--- src/rtl/slot_game_ctrl_if.sv ---
// Button/frame inputs and credit/reel outputs exchanged between the slot
// game logic and its surroundings (buttons in, display controller out).
interface slot_game_ctrl_if;
  logic       frame_tick;
  logic       btn_coin;
  logic       btn_spin;
  logic       btn_stop;
  logic [9:0] money;
  logic [1:0] reel_pos0;
  logic [1:0] reel_pos1;
  logic [1:0] reel_pos2;
  logic       stop;
  logic       spinning;
  logic       win;

  modport master (
    output frame_tick, btn_coin, btn_spin, btn_stop,
    input  money, reel_pos0, reel_pos1, reel_pos2, stop, spinning, win
  );

  modport slave (
    input  frame_tick, btn_coin, btn_spin, btn_stop,
    output money, reel_pos0, reel_pos1, reel_pos2, stop, spinning, win
  );
endinterface

--- src/rtl/slot_game_ctrl.sv ---
// Slot-machine game logic: credit balance, three 2-bit reels, spin/stop
// sequencing and win evaluation feeding the VGA display controller.
//
// state | meaning
// IDLE  | waiting for a spin press with enough credit
// SPIN  | reels advance on frame ticks until each stops (manual or auto)
// EVAL  | one cycle: payout added to credit, win flag set
// SHOW  | result held for RESULT_FRAMES frames, then back to IDLE
module slot_game_ctrl #(
  parameter int COIN_VALUE     = 10,
  parameter int BET            = 5,
  parameter int MAX_MONEY      = 999,
  parameter int SPIN_FRAMES    = 60,
  parameter int STAGGER_FRAMES = 30,
  parameter int PAYOUT3        = 50,
  parameter int PAYOUT2        = 10,
  parameter int RESULT_FRAMES  = 90
) (
  input logic             clk,
  input logic             rst,
  slot_game_ctrl_if.slave bus
);

  typedef enum logic [1:0] {IDLE, SPIN, EVAL, SHOW} state_t;

  localparam logic [10:0] COIN_W  = 11'(COIN_VALUE);
  localparam logic [10:0] BET_W   = 11'(BET);
  localparam logic [10:0] MAX_W   = 11'(MAX_MONEY);
  localparam logic [10:0] PAY3_W  = 11'(PAYOUT3);
  localparam logic [10:0] PAY2_W  = 11'(PAYOUT2);
  localparam logic [7:0]  RESULT_W = 8'(RESULT_FRAMES);
  localparam logic [2:0][7:0] STOP_AT = {8'(SPIN_FRAMES + 2 * STAGGER_FRAMES),
                                         8'(SPIN_FRAMES + STAGGER_FRAMES),
                                         8'(SPIN_FRAMES)};

  state_t          r_state, w_state_nxt;
  logic [9:0]      r_money, w_money_nxt;
  logic [7:0]      r_frame_cnt, w_frame_cnt_nxt, w_cnt_inc;
  logic [2:0][1:0] r_pos, w_pos_nxt;
  logic [2:0]      r_stopped, w_stopped_nxt;
  logic            r_win, w_win_nxt;
  logic            r_coin_prev, r_spin_prev, r_stop_prev;
  logic            w_coin_press, w_spin_press, w_stop_press;
  logic [2:0]      w_running, w_lowest;
  logic [10:0]     w_payout, w_sum;
  logic            w_debit;

  assign w_coin_press = bus.btn_coin & ~r_coin_prev;
  assign w_spin_press = bus.btn_spin & ~r_spin_prev;
  assign w_stop_press = bus.btn_stop & ~r_stop_prev;
  assign w_cnt_inc    = r_frame_cnt + 8'd1;
  assign w_running    = ~r_stopped;
  // One-hot of the lowest-index running reel (two's complement isolate).
  assign w_lowest     = w_running & (~w_running + 3'd1);

  always_comb begin
    w_payout = '0;
    if (r_pos[0] == r_pos[1] && r_pos[1] == r_pos[2]) w_payout = PAY3_W;
    else if (r_pos[0] == r_pos[1])                   w_payout = PAY2_W;
  end

  always_comb begin
    w_state_nxt     = r_state;
    w_frame_cnt_nxt = r_frame_cnt;
    w_pos_nxt       = r_pos;
    w_stopped_nxt   = r_stopped;
    w_win_nxt       = r_win;
    w_debit         = 1'b0;
    unique case (r_state)
      IDLE: begin
        if (w_spin_press && ({1'b0, r_money} >= BET_W)) begin
          w_debit         = 1'b1;
          w_frame_cnt_nxt = '0;
          w_stopped_nxt   = '0;
          w_state_nxt     = SPIN;
        end
      end
      SPIN: begin
        if (&r_stopped) begin
          w_state_nxt = EVAL;
        end else begin
          // A manually stopped reel must not advance on a coincident tick.
          w_stopped_nxt = r_stopped | (w_stop_press ? w_lowest : 3'b000);
          if (bus.frame_tick) begin
            w_frame_cnt_nxt = w_cnt_inc;
            for (int i = 0; i < 3; i++) begin
              if (!w_stopped_nxt[i]) begin
                w_pos_nxt[i] = r_pos[i] + 2'd1;
                if (w_cnt_inc == STOP_AT[i]) w_stopped_nxt[i] = 1'b1;
              end
            end
          end
        end
      end
      EVAL: begin
        w_win_nxt       = (w_payout != '0);
        w_frame_cnt_nxt = '0;
        w_state_nxt     = SHOW;
      end
      SHOW: begin
        if (bus.frame_tick) begin
          w_frame_cnt_nxt = w_cnt_inc;
          if (w_cnt_inc == RESULT_W) begin
            w_win_nxt   = 1'b0;
            w_state_nxt = IDLE;
          end
        end
      end
      default: w_state_nxt = IDLE;
    endcase

    // Coin is added before the debit, so the 11-bit sum cannot underflow.
    w_sum = {1'b0, r_money};
    if (w_coin_press)      w_sum = w_sum + COIN_W;
    if (w_debit)           w_sum = w_sum - BET_W;
    if (r_state == EVAL)   w_sum = w_sum + w_payout;
    w_money_nxt = (w_sum > MAX_W) ? MAX_W[9:0] : w_sum[9:0];
  end

  always_ff @(posedge clk) begin
    if (rst) begin
      r_state     <= IDLE;
      r_money     <= '0;
      r_frame_cnt <= '0;
      r_pos       <= {2'd2, 2'd1, 2'd0};
      r_stopped   <= 3'b111;
      r_win       <= 1'b0;
      r_coin_prev <= 1'b1;
      r_spin_prev <= 1'b1;
      r_stop_prev <= 1'b1;
    end else begin
      r_state     <= w_state_nxt;
      r_money     <= w_money_nxt;
      r_frame_cnt <= w_frame_cnt_nxt;
      r_pos       <= w_pos_nxt;
      r_stopped   <= w_stopped_nxt;
      r_win       <= w_win_nxt;
      r_coin_prev <= bus.btn_coin;
      r_spin_prev <= bus.btn_spin;
      r_stop_prev <= bus.btn_stop;
    end
  end

  assign bus.money     = r_money;
  assign bus.reel_pos0 = r_pos[0];
  assign bus.reel_pos1 = r_pos[1];
  assign bus.reel_pos2 = r_pos[2];
  assign bus.stop      = &r_stopped;
  assign bus.spinning  = (r_state == SPIN);
  assign bus.win       = r_win;

endmodule

--- src/flat_wrapper.sv ---
// flat-port wrapper written by rule: the top's interface ports become plain ports
module slot_game_ctrl_flat 
#(
  parameter int COIN_VALUE     = 10,
  parameter int BET            = 5,
  parameter int MAX_MONEY      = 999,
  parameter int SPIN_FRAMES    = 60,
  parameter int STAGGER_FRAMES = 30,
  parameter int PAYOUT3        = 50,
  parameter int PAYOUT2        = 10,
  parameter int RESULT_FRAMES  = 90
)
  (clk, rst, bus_frame_tick, bus_btn_coin, bus_btn_spin, bus_btn_stop, bus_money, bus_reel_pos0, bus_reel_pos1, bus_reel_pos2, bus_stop, bus_spinning, bus_win);
  slot_game_ctrl_if bus_i ();
  input logic clk;
  input logic rst;
  input wire logic [$bits(bus_i.frame_tick)-1:0] bus_frame_tick;
  input wire logic [$bits(bus_i.btn_coin)-1:0] bus_btn_coin;
  input wire logic [$bits(bus_i.btn_spin)-1:0] bus_btn_spin;
  input wire logic [$bits(bus_i.btn_stop)-1:0] bus_btn_stop;
  output wire logic [$bits(bus_i.money)-1:0] bus_money;
  output wire logic [$bits(bus_i.reel_pos0)-1:0] bus_reel_pos0;
  output wire logic [$bits(bus_i.reel_pos1)-1:0] bus_reel_pos1;
  output wire logic [$bits(bus_i.reel_pos2)-1:0] bus_reel_pos2;
  output wire logic [$bits(bus_i.stop)-1:0] bus_stop;
  output wire logic [$bits(bus_i.spinning)-1:0] bus_spinning;
  output wire logic [$bits(bus_i.win)-1:0] bus_win;
  assign bus_i.frame_tick = bus_frame_tick;
  assign bus_i.btn_coin = bus_btn_coin;
  assign bus_i.btn_spin = bus_btn_spin;
  assign bus_i.btn_stop = bus_btn_stop;
  assign bus_money = bus_i.money;
  assign bus_reel_pos0 = bus_i.reel_pos0;
  assign bus_reel_pos1 = bus_i.reel_pos1;
  assign bus_reel_pos2 = bus_i.reel_pos2;
  assign bus_stop = bus_i.stop;
  assign bus_spinning = bus_i.spinning;
  assign bus_win = bus_i.win;
  slot_game_ctrl #(.COIN_VALUE(COIN_VALUE), .BET(BET), .MAX_MONEY(MAX_MONEY), .SPIN_FRAMES(SPIN_FRAMES), .STAGGER_FRAMES(STAGGER_FRAMES), .PAYOUT3(PAYOUT3), .PAYOUT2(PAYOUT2), .RESULT_FRAMES(RESULT_FRAMES)) u_core (.clk(clk), .rst(rst), .bus(bus_i));
endmodule
--- config.mk ---
export PLATFORM = sky130hd
export DESIGN_NAME = slot_game_ctrl_flat
export DESIGN_NICKNAME = d
export VERILOG_FILES = /design/src/rtl/slot_game_ctrl_if.sv /design/src/rtl/slot_game_ctrl.sv /design/src/flat_wrapper.sv
export SDC_FILE = /design/constraint.sdc
export NUM_CORES = 1
export LEC_CHECK = 0
export CORE_MARGIN = 2
export CORE_UTILIZATION = 62
export DETAILED_ROUTE_END_ITERATION = 8
export GPL_TIMING_DRIVEN = 0
export PLACE_DENSITY_LB_ADDON = 0.2
export RECOVER_POWER = 50
export SLEW_MARGIN = 20
export SYNTH_ARGS = -nofsm -noshare
export SYNTH_HDL_FRONTEND = slang
export SYNTH_SLANG_ARGS = --single-unit
--- constraint.sdc ---
create_clock -name clk -period 11.1 [get_ports clk]
set_clock_uncertainty 0.15 [all_clocks]
set_input_delay 2.22 -clock clk [delete_from_list [all_inputs] [get_ports clk]]
set_output_delay 2.22 -clock clk [all_outputs]
set_load 0.03 [all_outputs]
# After elaboration in Yosys (flattened, before gate mapping)
# Index checks and enable logic that the tools add are counted.
# classes
add_sub_neg	8
n_mul	0
n_div	0
magnitude_cmp	2
eq_ne	13
n_shift	0
mux	31
bitwise_logic	14
reduce_logical	15
# ops
op	count
$mux W11	4
$pmux W8 S4	1
$mux W8	3
$eq A8 B7 Y1 const B	2
$reduce_and A4 Y1	4
$mux W3	4
$add A10 B4 Y11 const B	1
$add A11 B11 Y11	1
$gt A11 B10 Y1 const B	1
$reduce_bool A11 Y1	1
$sub A11 B3 Y11 const B	1
$ge A10 B3 Y1 const B	1
$mux W1	10
$mux W10	1
$reduce_and A3 Y1	3
$add A8 B1 Y8 const B	1
$eq A8 B6 Y1 const B	1
$mux W2	4
$pmux W2 S4	1
$not A1 Y1	7
$add A2 B1 Y2 const B	3
$ne A2 B2 Y1 const B	3
$not A3 Y3	2
$pmux W3 S2	1
15 further kinds	22
# totals
register_bits	33
latchBits	0
ram_bits	0
mem_bits_ro	0
in_bits	6
out_inout_bits	19
elab_cells	95
n_memories	0

# Depth between registers and ports, before layout
# depth
ltp_word	10
ltp_mapped	16
mapped_depth_nobuf	16

# Worst setup path before layout
# Ideal clock, no wire load.
# synth_path
path_type	input -> register
from	input bus_btn_coin
to	register u_core.r_money[1] (netlist: u_core.bus.money[1])
setup_time_ns	0.074
arrival_time_ns	5.598
t_required_ns	10.876
slack_ns	5.277
cell_stages	16
n_path_buf	0
path_cell_list	and2b_2 -> xnor2_1 -> ha_1 -> nor2b_1 -> o311a_1 -> a221oi_1 -> xnor2_1 -> ha_1 -> a21oi_1 -> o21ai_0 -> and3_1 -> o21ai_0 -> nand4_1 -> a2111oi_2 -> nand2_1 -> a31oi_1
# synth_between
elab_chain_len	8
# synth_rtl
item	line	rtl
start, declared	flat_wrapper.sv:18	input wire logic [$bits(bus_i.btn_coin)-1:0] bus_btn_coin;
$and A1 B1 Y1 (*)	slot_game_ctrl.sv:48	assign w_coin_press = bus.btn_coin & ~r_coin_prev;
$mux W11 (*)	slot_game_ctrl.sv:114	if (w_coin_press) w_sum = w_sum + COIN_W;
$sub A11 B3 Y11	slot_game_ctrl.sv:115	if (w_debit) w_sum = w_sum - BET_W;
$mux W11 (*)	slot_game_ctrl.sv:115	
$add A11 B11 Y11	slot_game_ctrl.sv:116	if (r_state == EVAL) w_sum = w_sum + w_payout;
$mux W11 (*)	slot_game_ctrl.sv:116	
$gt A11 B10 Y1	slot_game_ctrl.sv:117	w_money_nxt = (w_sum > MAX_W) ? MAX_W[9:0] : w_sum[9:0];
$mux W10 (*)	slot_game_ctrl.sv:117	
end signal, assigned	slot_game_ctrl.sv:133	r_money <= w_money_nxt;
end, declared	slot_game_ctrl.sv:37	logic [9:0] r_money, w_money_nxt;
# Mark *: on every way between the ends. The rest lies on a longest branch, timed or not.
# A chain may end at the register's enable or synchronous reset.

# Worst setup path after layout
# Ends and elaborated chain as after synthesis.

==> summary.txt <==
Status
  • Status: finished, final reports clean

Cells and area
  • Layout area overhead: 16.4%
  • Final Util: between 70% and 80%
  • Fill cell count: 301
  • Nets@finish: between 300 and 400
  • Diode count: 0
  • Design Area, Final: about 3000 um^2
  • Fin cells: roughly 390
  • Layout cells sized above 1: 10.8%

Clock tree
  • Total setup buffers inserted after CTS: 0
  • Maximum clock insertion buffer count: 2
  • Clock-pin slew on the worst setup and hold paths: ~0.070 ns
  • CTS sink cnt: 33
  • Clk_lat worst skew: between 0.2 and 0.3 ns
  • CTS root buffer: clkbuf_8
  • CTS tree: yes
  • Total CTS buffers: 5
  • # hold bufs at CTS: 0
  • Post-CTS sizing: 0
  • H-tree depth: 2

Floorplan
  • Core Footprint: 3970 um^2
  • Die footprint: 4650 um^2
  • Initial Util: between 60% and 70%
  • Floorplan row count: 23
  • Io pins: 25
  • Die H: just under 70 um
  • Die width: between 60 and 70 um

Timing
  • Slew @ Worst Pin: roughly 0.56 ns
  • FMAX: 148 MHz
  • Final period util: 60.7%
  • Total negative setup slack: 0 ns
  • Final hold slack: 0.336 ns
  • Final min period: roughly 6.7 ns
  • Final Setup Violations: 0
  • Unrepaired setup endpoints after global routing: no
  • Hold Fails Final Rpt: 0
  • Max_slew headroom: approximately 63%
  • Max-slew violation count: 0

Setup path
  • Flop2flop setup slack: roughly 6.4 ns
  • Worst R2R End: u_core.bus.money[1]
  • Crit path max fanout: 6
  • Critical path destination: u_core.bus.money[1]
  • Setup crit end kind: register
  • CP max stage cell: a2111oi_2
  • Critical path cell sequence: clkdlybuf4s50_1, and2b_2, xnor2_1, ha_1, nor2b_1, o311a_1, a221oi_1, xnor2_1, ha_1, a21oi_1, o21ai_0, and3_1, o21ai_0, nand4_1, a2111oi_2, nand2_1, a31oi_1
  • CP required: roughly 11 ns
  • Worst R2R Start: u_core.r_coin_prev
  • CP Class: input pin to register
  • Startpoint Class: input pin
  • Arrival time worst endpoint: just under 7 ns
  • Worst path max stage delay: 0.55 ns
  • CP startpoint: bus_btn_coin
  • R2R depth: 16

Global route
  • Grt total ovfl: 0
  • Initial antenna violation count: 0
  • Vias in the first global route: about 2200
  • First-pass GRT wire length: between 9000 and 10000 um
  • Pin count of the biggest net entering global routing: 11
  • Met3 Usage GRT: under 10%
  • Grt met2 use: 47.6%
  • GRT Max-Usage Layer: met2
  • Gr usage total: approximately 27%
  • GR Util met1: roughly a third

Pwr
  • Clock network power share: between 10% and 20%
  • Lkg Pwr: roughly 1.1 nW
  • Comb power frac: between 50% and 60%
  • Int Pwr: between 0.3 and 0.4 mW
  • Seq pwr share: approximately 26%
  • Pwr dens: around 220 nW/um^2
  • Sw Share: 45.1%
  • Psw: around 0.29 mW
  • Worst vdd ir: around 0.17 mV

Logic synthesis
  • Count leader, synth: dfxtp_1
  • Synth top area share: 25.9%
  • Synth area leaders: dfxtp_1, xnor2_1, ha_1
  • Number of synthesized flops with an enable pin: 0
  • Seq/Total Area, Yosys: between 20% and 30%
  • Yosys warning total: 0
  • Cells after synthesis: 310
  • Post-synth top flop: dfxtp_1
  • Synth cell types: 53
  • Dominant cell type by area after synthesis: dfxtp_1
  • Synth Net Count: about 330
  • Synthesized area per cell: about 8 um^2
  • Synth top cells by count: dfxtp_1, nor2_1, xnor2_1
  • Register bit count reported by yosys: 33
  • Mapped Area: roughly 2600 um^2
  • Ys async rst share: 0%

Placement
  • Port buffer count: 24
  • GP Congestion: 0.886
  • Inst Count DP: around 380
  • Cell Area, Placed: 2860 um^2
  • Hpwl dp: ~4400 um

Detailed routing
  • DRC: 0
  • Antenna viol nets, final: 0
  • Via Count: approximately 2300
  • DR pass1 iterations: 4
  • DRT iter0 DRCs: between 100 and 150
  • Wirelength per Cell: about 15 um
  • Drt via density: 5.93
  • Routed wire length: just under 6000 um

Flow run
  • Max_cap viols: 0

Min path
  • HP Class: register to register
stage by stage:
step,setup WS (ns),total power [mW]
after global routing,4.06,0.687
after detailed placement,4.14,0.528
final,4.36,0.646
after floorplan,5.28,0.437
after CTS,4.39,0.647
after global placement,4.24,0.520
how the worst min path moves through the flow:
stage | slack (ns) | to | cells past startpoint | start
2_1_floorplan | 0.31 | u_core.r_stopped[2] | 2 | u_core.r_stopped[2]
3_3_place_gp | 0.34 | u_core.bus.win | 2 | u_core.bus.win
3_5_place_dp | 0.33 | u_core.bus.win | 2 | u_core.bus.win
4_1_cts | 0.35 | u_core.bus.win | 2 | u_core.bus.win
5_1_grt | 0.37 | u_core.bus.win | 2 | u_core.bus.win
6_report | 0.34 | u_core.bus.win | 2 | u_core.bus.win
cell usage in the layout (no fill, tap or decap), drive strengths merged, types with 2 or more instances in the layout:
cell,synthesis,layout
a2111oi,2,2
a211oi,4,4
a21o,3,3
a21oi,24,24
a31o,2,2
a31oi,9,9
and3,7,7
buf,4,4
clkbuf,6,13
clkdlybuf4s50,0,12
dfxtp,33,33
dlygate4sd3,0,12
ha,13,13
inv,8,8
mux2i,8,8
nand2,26,26
nand2b,4,4
nand3,9,9
nand3b,5,5
nand4,3,3
nor2,33,33
nor2b,5,5
nor3,17,17
nor3b,2,2
nor4b,3,3
o211ai,2,2
o21a,2,2
o21ai,17,17
o21bai,3,3
or2,4,4
xnor2,31,31
xor2,9,9
cells by family after synthesis:
logic type	Yosys count	synth area share (%)
simple gates	125	26.9
compound gates	73	19.2
xor+xnor	40	14.9
flops	33	25.9
buf+inv	18	3.18
fa+ha+maj	13	6.37
mux	8	3.62
power by group through the flow:
| stage | sequential [mW] | clock [mW] | combinational, mW |
|---|---|---|---|
| 2_1_floorplan | 0.193 | 0 | 0.244 |
| 3_3_place_gp | 0.169 | 0 | 0.351 |
| 3_5_place_dp | 0.170 | 0 | 0.358 |
| 4_1_cts | 0.167 | 0.118 | 0.361 |
| 5_1_grt | 0.171 | 0.123 | 0.393 |
| 6_report | 0.167 | 0.117 | 0.362 |
layer usage:
metal | vias up | part of all wire (%)
met5 | - | 0
met4 | 0 | 2.9
met3 | 18 | 3.2
met2 | 53 | 49
met1 | 1087 | 44
li1 | 1166 | -
critical path: cells and delay by family:
kind | cells | cell delay [ns]
AOI/OAI and AO/OA | 7 | 2.03
and+or+nand+nor | 5 | 0.98
adders and majority gates | 2 | 0.64
xor gates and xnor gates | 2 | 0.49
buffers and inverters | 1 | 0.43
registers in the layout (all words and copies together), names as in the netlist:
| register | flops |
|---|---|
| u_core.r_coin_prev | 1 |
| u_core.bus.win | 1 |
| u_core.r_stop_prev | 1 |
| u_core.bus.reel_pos2 | 2 |
| u_core.bus.reel_pos1 | 2 |
| u_core.r_state | 2 |
| u_core.r_stopped | 3 |
| u_core.r_spin_prev | 1 |
| u_core.bus.money | 10 |
| u_core.bus.reel_pos0 | 2 |
| u_core.r_frame_cnt | 8 |
layout make-up:
| type | instances | area [um^2] | area share (%) |
|---|---|---|---|
| clock inverters | 1 | 30.0 | 1.01 |
| flip-flops and latches | 33 | 661 | 22.2 |
| inverters | 8 | 30.0 | 1.01 |
| well taps | 50 | 62.6 | 2.10 |
| clock buffers | 7 | 86.3 | 2.90 |
| repair buffers | 24 | 240 | 8.08 |
| multi-input cells | 259 | 1810 | 61.0 |
| plain buffers | 10 | 51.3 | 1.72 |
No activity file was read; power rests on OpenSTA's default activity.
